### src/rtl/product_accumulator.sv
// product_accumulator: sums NUM_TERMS unsigned products into an ACC_W-bit result; define ACC_SATURATE_EN to clamp instead of wrap.
// Latency: acc_valid rises the cycle after the final product is accepted; prod_ready returns the cycle after the result handshake.
// Backpressure: prod_ready is low while a result is held; the held result is released only by acc_valid & acc_ready.
module product_accumulator #(
    parameter int PROD_W    = 8,
    parameter int ACC_W     = 12,
    parameter int NUM_TERMS = 4
) (
    input  logic              clk,
    input  logic              rst_n,
    input  logic              clear,
    input  logic              prod_valid,
    output logic              prod_ready,
    input  logic [PROD_W-1:0] product,
    output logic              acc_valid,
    input  logic              acc_ready,
    output logic [ACC_W-1:0]  acc_out,
    output logic [3:0]        term_cnt,
    output logic              overflow
);
    typedef enum logic {
        ACCUM = 1'b0,
        HOLD  = 1'b1
    } state_t;

    localparam logic [3:0]       LAST_TERM = 4'(NUM_TERMS - 1);
    localparam logic [3:0]       ALL_TERMS = 4'(NUM_TERMS);
    localparam logic [ACC_W-1:0] ACC_MAX   = '1;

    state_t           state_q;
    state_t           state_d;
    logic [ACC_W-1:0] acc_q;
    logic [ACC_W-1:0] acc_d;
    logic [ACC_W-1:0] acc_out_d;
    logic [3:0]       cnt_d;
    logic             ovf_d;
    logic [ACC_W:0]   sum;
    logic [ACC_W-1:0] add_res;
    logic             accept;

    assign prod_ready = (state_q == ACCUM);
    assign acc_valid  = (state_q == HOLD);
    assign accept     = prod_valid & prod_ready;

    // One spare bit catches the carry out of the accumulator.
    assign sum = {1'b0, acc_q} + (ACC_W+1)'(product);

`ifdef ACC_SATURATE_EN
    assign add_res = sum[ACC_W] ? ACC_MAX : sum[ACC_W-1:0];
`else
    assign add_res = sum[ACC_W-1:0];
`endif

    always_comb begin
        state_d   = state_q;
        acc_d     = acc_q;
        acc_out_d = acc_out;
        cnt_d     = term_cnt;
        ovf_d     = overflow;
        if (clear) begin
            // acc_out keeps its stale value; acc_valid is already gated by the state.
            state_d = ACCUM;
            acc_d   = '0;
            cnt_d   = '0;
            ovf_d   = 1'b0;
        end else begin
            case (state_q)
                ACCUM: begin
                    if (accept) begin
                        acc_d = add_res;
                        ovf_d = overflow | sum[ACC_W];
                        if (term_cnt == LAST_TERM) begin
                            acc_out_d = add_res;
                            cnt_d     = ALL_TERMS;
                            state_d   = HOLD;
                        end else begin
                            cnt_d = term_cnt + 4'd1;
                        end
                    end
                end
                HOLD: begin
                    if (acc_ready) begin
                        acc_d   = '0;
                        cnt_d   = '0;
                        ovf_d   = 1'b0;
                        state_d = ACCUM;
                    end
                end
                default: state_d = ACCUM;
            endcase
        end
    end

    always_ff @(posedge clk or negedge rst_n) begin
        if (!rst_n) begin
            state_q <= ACCUM;
        end else begin
            state_q <= state_d;
        end
    end

    always_ff @(posedge clk or negedge rst_n) begin
        if (!rst_n) begin
            acc_q    <= '0;
            acc_out  <= '0;
            term_cnt <= '0;
            overflow <= 1'b0;
        end else begin
            acc_q    <= acc_d;
            acc_out  <= acc_out_d;
            term_cnt <= cnt_d;
            overflow <= ovf_d;
        end
    end

endmodule

### config.mk
export PLATFORM = sky130hd
export DESIGN_NAME = product_accumulator
export DESIGN_NICKNAME = d
export VERILOG_FILES = /design/src/rtl/product_accumulator.sv
export SDC_FILE = /design/constraint.sdc
export NUM_CORES = 1
export LEC_CHECK = 0
export CORE_AREA = 2 2 63 89
export DETAILED_ROUTE_END_ITERATION = 8
export DIE_AREA = 0 0 65 91
export PLACE_DENSITY_LB_ADDON = 0.3
export SLEW_MARGIN = 20
export SYNTH_ARGS = -nofsm -noshare
export SYNTH_HDL_FRONTEND = slang
export SYNTH_SLANG_ARGS = --single-unit
### constraint.sdc
create_clock -name clk -period 2.1 [get_ports clk]
set_input_delay 0.21 -clock clk [delete_from_list [all_inputs] [get_ports clk]]
set_output_delay 0.21 -clock clk [all_outputs]
set_load 0.02 [all_outputs]
==> flow_summary.json <==
{
  "synthCells": 157,
  "path_depth": 9,
  "core_area_um2": 5081,
  "max_clock_freq_mhz": 503.9,
  "start_kind": "input port",
  "start_util_pct": 33.37,
  "die_y_um": 91,
  "cts_buffers": 5,
  "worst_path_max_delay_cell": "clkdlybuf4s50_1",
  "place.detailed.hpwl_um": 2492,
  "end_kind": "flop",
  "cts_root_buf": "clkbuf_8",
  "grt_max_degree": 31,
  "cap_violations": 0,
  "pre_cts_ws_ns": -0.2363,
  "crit_type": "input port to flop",
  "synth.area.top_cells": "dfrtp_1 (44%), ha_1 (6.6%), nand2_1 (4.0%), mux2_1 (4.0%), a22o_1 (3.6%)",
  "ant_nets": 0,
  "synth_top_area_share_pct": 44.28,
  "ioPinCount": 32,
  "wl_um": 3371,
  "async_flop_share_pct": 100.0,
  "cellLeakagePower_nw": 0.9946,
  "rsz0062_at_grt": "no",
  "yosysUniqueCellTypes": 41,
  "cts_tree": "built",
  "synth-edff-count": 0,
  "grt-ovfl-total": 0,
  "nNetsFinal": 223,
  "worstPathCellList": "clkdlybuf4s50_1 -> ha_1 -> inv_1 -> fa_1 -> nand2b_1 -> a21oi_4 -> o21ai_2 -> a21o_1 -> mux2_2",
  "drc": 0,
  "grt_pass1_vias": 1309,
  "synth_nets": 180,
  "syn_area_per_cell_um2": 10.80,
  "vias": 1281,
  "tightest_slew_ns": 0.3827,
  "period_needed_ns": 1.985,
  "finalSetupViolCount": 0,
  "antenna_cells": 0,
  "die_w_um": 65,
  "std_cell_rows": 31,
  "cts_max_level": 2,
  "grt_antenna_before_repair": 0,
  "powerDensity_nw_per_um2": 866.9,
  "critPathMaxFanout": 3,
  "ys_seq_elements": 30,
  "vias_per_cell": 4.798,
  "maxSlewViolCount": 0,
  "period_share_pct": 94.51,
  "yosys.area.top_type": "dfrtp_1",
  "path_delay_family": "adder cells",
  "finalPower_mw": 1.942,
  "syn_area_um2": 1695,
  "status": "complete, no violations",
  "dr.pass1.iters": 4,
  "yosysWarnings": 0,
  "cts.sink_count": 30,
  "seq_area_frac_synth_pct": 44.28,
  "relSlewSlack_pct": 74.49,
  "finClkSkew_ns": 0.005799,
  "critical_path_arrival_ns": 2.16,
  "ir_worst_vdd_uv": 356.2,
  "initialDrtViolationCount": 55,
  "crit_start": "product[0]",
  "cts_buffer_depth": 2,
  "syn2layout_area_growth_pct": 32.10,
  "setup_slack_ns": 0.1153,
  "synth_flop_cell": "dfrtp_1",
  "grt_first_pass_wirelength_um": 5885,
  "drive_gt1_share_pct": 16.42,
  "hold_path_class": "input port to asynchronous set/reset pin",
  "clk_latency_ns": 0.29,
  "grtUsageTotal_pct": 13.15,
  "r2r-start": "acc_q[0]",
  "wl_per_cell_um": 12.63,
  "clk_pin_slew_ns": 0.07,
  "port_buffers": 31,
  "path_buf_inv": 2,
  "worstPathRequired_ns": 2.27,
  "finalHoldViolations": 0,
  "die_area_um2": 5915,
  "reg2reg_depth": 8,
  "max_stage_delay_ns": 0.46,
  "globalplace.congestion": 0.7695
}
==> path summary, 6_finish.rpt <==
path                               to  slack, ns
setup / recovery             acc_q[8]       0.12
hold / removal              acc_q[11]       0.31
setup reg to reg             acc_q[8]       0.15
hold reg to reg            acc_out[1]       0.48
max in group asynchronous    acc_q[4]       1.50
min in group clk           acc_out[1]       0.48
==> repair_timing <==
item | 4_1_cts | 5_1_grt
resized for setup | 0 | 2
hold buffers | 0 | 0
setup buffers | 0 | 0
setup endpoints to repair | 0 | 5
==> worst register-to-register path: cells and delay by family, from the launching register on <==
kind / cells / cell delay [ns]
buffers and inverters: 1 / 0.05
adder cells (fa/ha/maj): 2 / 0.52
flip-flops: 1 / 0.35
AO/OA/AOI/OAI: 3 / 0.45
AND/OR/NAND/NOR: 1 / 0.21
multiplexers: 1 / 0.25
==> flip-flops by register name, summed over array words and instances, names as in the netlist <==
register	count
overflow	1
term_cnt	4
acc_q	12
acc_valid	1
acc_out	12
==> stage by stage <==
step | setup TNS, ns | cell area (um^2) | std cells | hold WS (ns) | utilization, %
after global placement | -1.406 | 2121 | 259 | 0.4658 | 41.74
after CTS | 0 | 2230 | 267 | 0.3256 | 43.88
after floorplan | 0 | 1695 | 157 | -0.08559 | -
after global routing | 0 | 2240 | 267 | 0.3438 | 44.08
final | 0 | 2240 | 267 | 0.3146 | 44.08
after detailed placement | -1.407 | 2121 | 259 | 0.4762 | 41.74
==> report_power, final <==
part           switching, mW  internal [mW]
combinational          0.323          0.312
clock                  0.225          0.349
sequential            0.0581          0.676
==> Yosys cell counts (6+ instances only) <==
cell type  number
dfrtp_1        30
nor2_1          7
nand2_1        18
inv_1           6
a21oi_1         7
a22o_1          7
mux2_1          6
xnor2_1         7
o21ai_1         8
ha_1            9
==> layer usage <==
layer | track usage [%] | up-vias | wire length, um
li1 | - | 652 | -
met1 | 15.89 | 594 | 1473
met2 | 20.62 | 26 | 1654
met3 | 3.346 | 9 | 135
met4 | 7.979 | 0 | 107
met5 | 0 | - | 0
==> cell usage in the layout (no fill, tap or decap), types with 2 or more instances in the layout <==
| cell type | synthesis | final |
|---|---|---|
| a22o_1 | 7 | 7 |
| a21oi_1 | 7 | 7 |
| o21ai_2 | 2 | 2 |
| o21ai_0 | 4 | 4 |
| a21o_1 | 4 | 4 |
| o21ai_1 | 8 | 8 |
| inv_1 | 6 | 6 |
| buf_4 | 1 | 9 |
| clkinv_2 | 0 | 2 |
| xnor2_1 | 7 | 7 |
| xor2_1 | 4 | 4 |
| nor2_1 | 7 | 6 |
| ha_1 | 9 | 9 |
| and2_1 | 2 | 2 |
| nand2_1 | 18 | 18 |
| dfrtp_1 | 30 | 30 |
| o211ai_2 | 2 | 2 |
| nand3_1 | 3 | 3 |
| clkdlybuf4s50_1 | 0 | 31 |
| clkbuf_8 | 0 | 5 |
| nand2b_1 | 4 | 4 |
| mux2_1 | 6 | 6 |
| mux2_2 | 3 | 3 |
==> kinds of logic (layout without fill, tap and decap cells) <==
family	after synthesis	count (layout)	share of synthesized area [%]
AO/OA/AOI/OAI	46	46	20.89
XOR/XNOR	11	11	5.683
adder cells (fa/ha/maj)	10	10	7.823
buffers and inverters	10	54	3.395
flip-flops	30	30	44.28
multiplexers	9	9	5.977
AND/OR/NAND/NOR	41	41	11.96
==> cell type report <==
cell class	count	area [um^2]
Fill cell	482	2841
Multi-Input combinational cell	117	897.1
Clock buffer	5	68.82
Timing Repair Buffer	40	377.9
Inverter	6	22.52
Clock inverter	3	40.04
Tap cell	66	82.58
Sequential cell	30	750.7
Note: power is estimated with default switching activity, not from simulation.
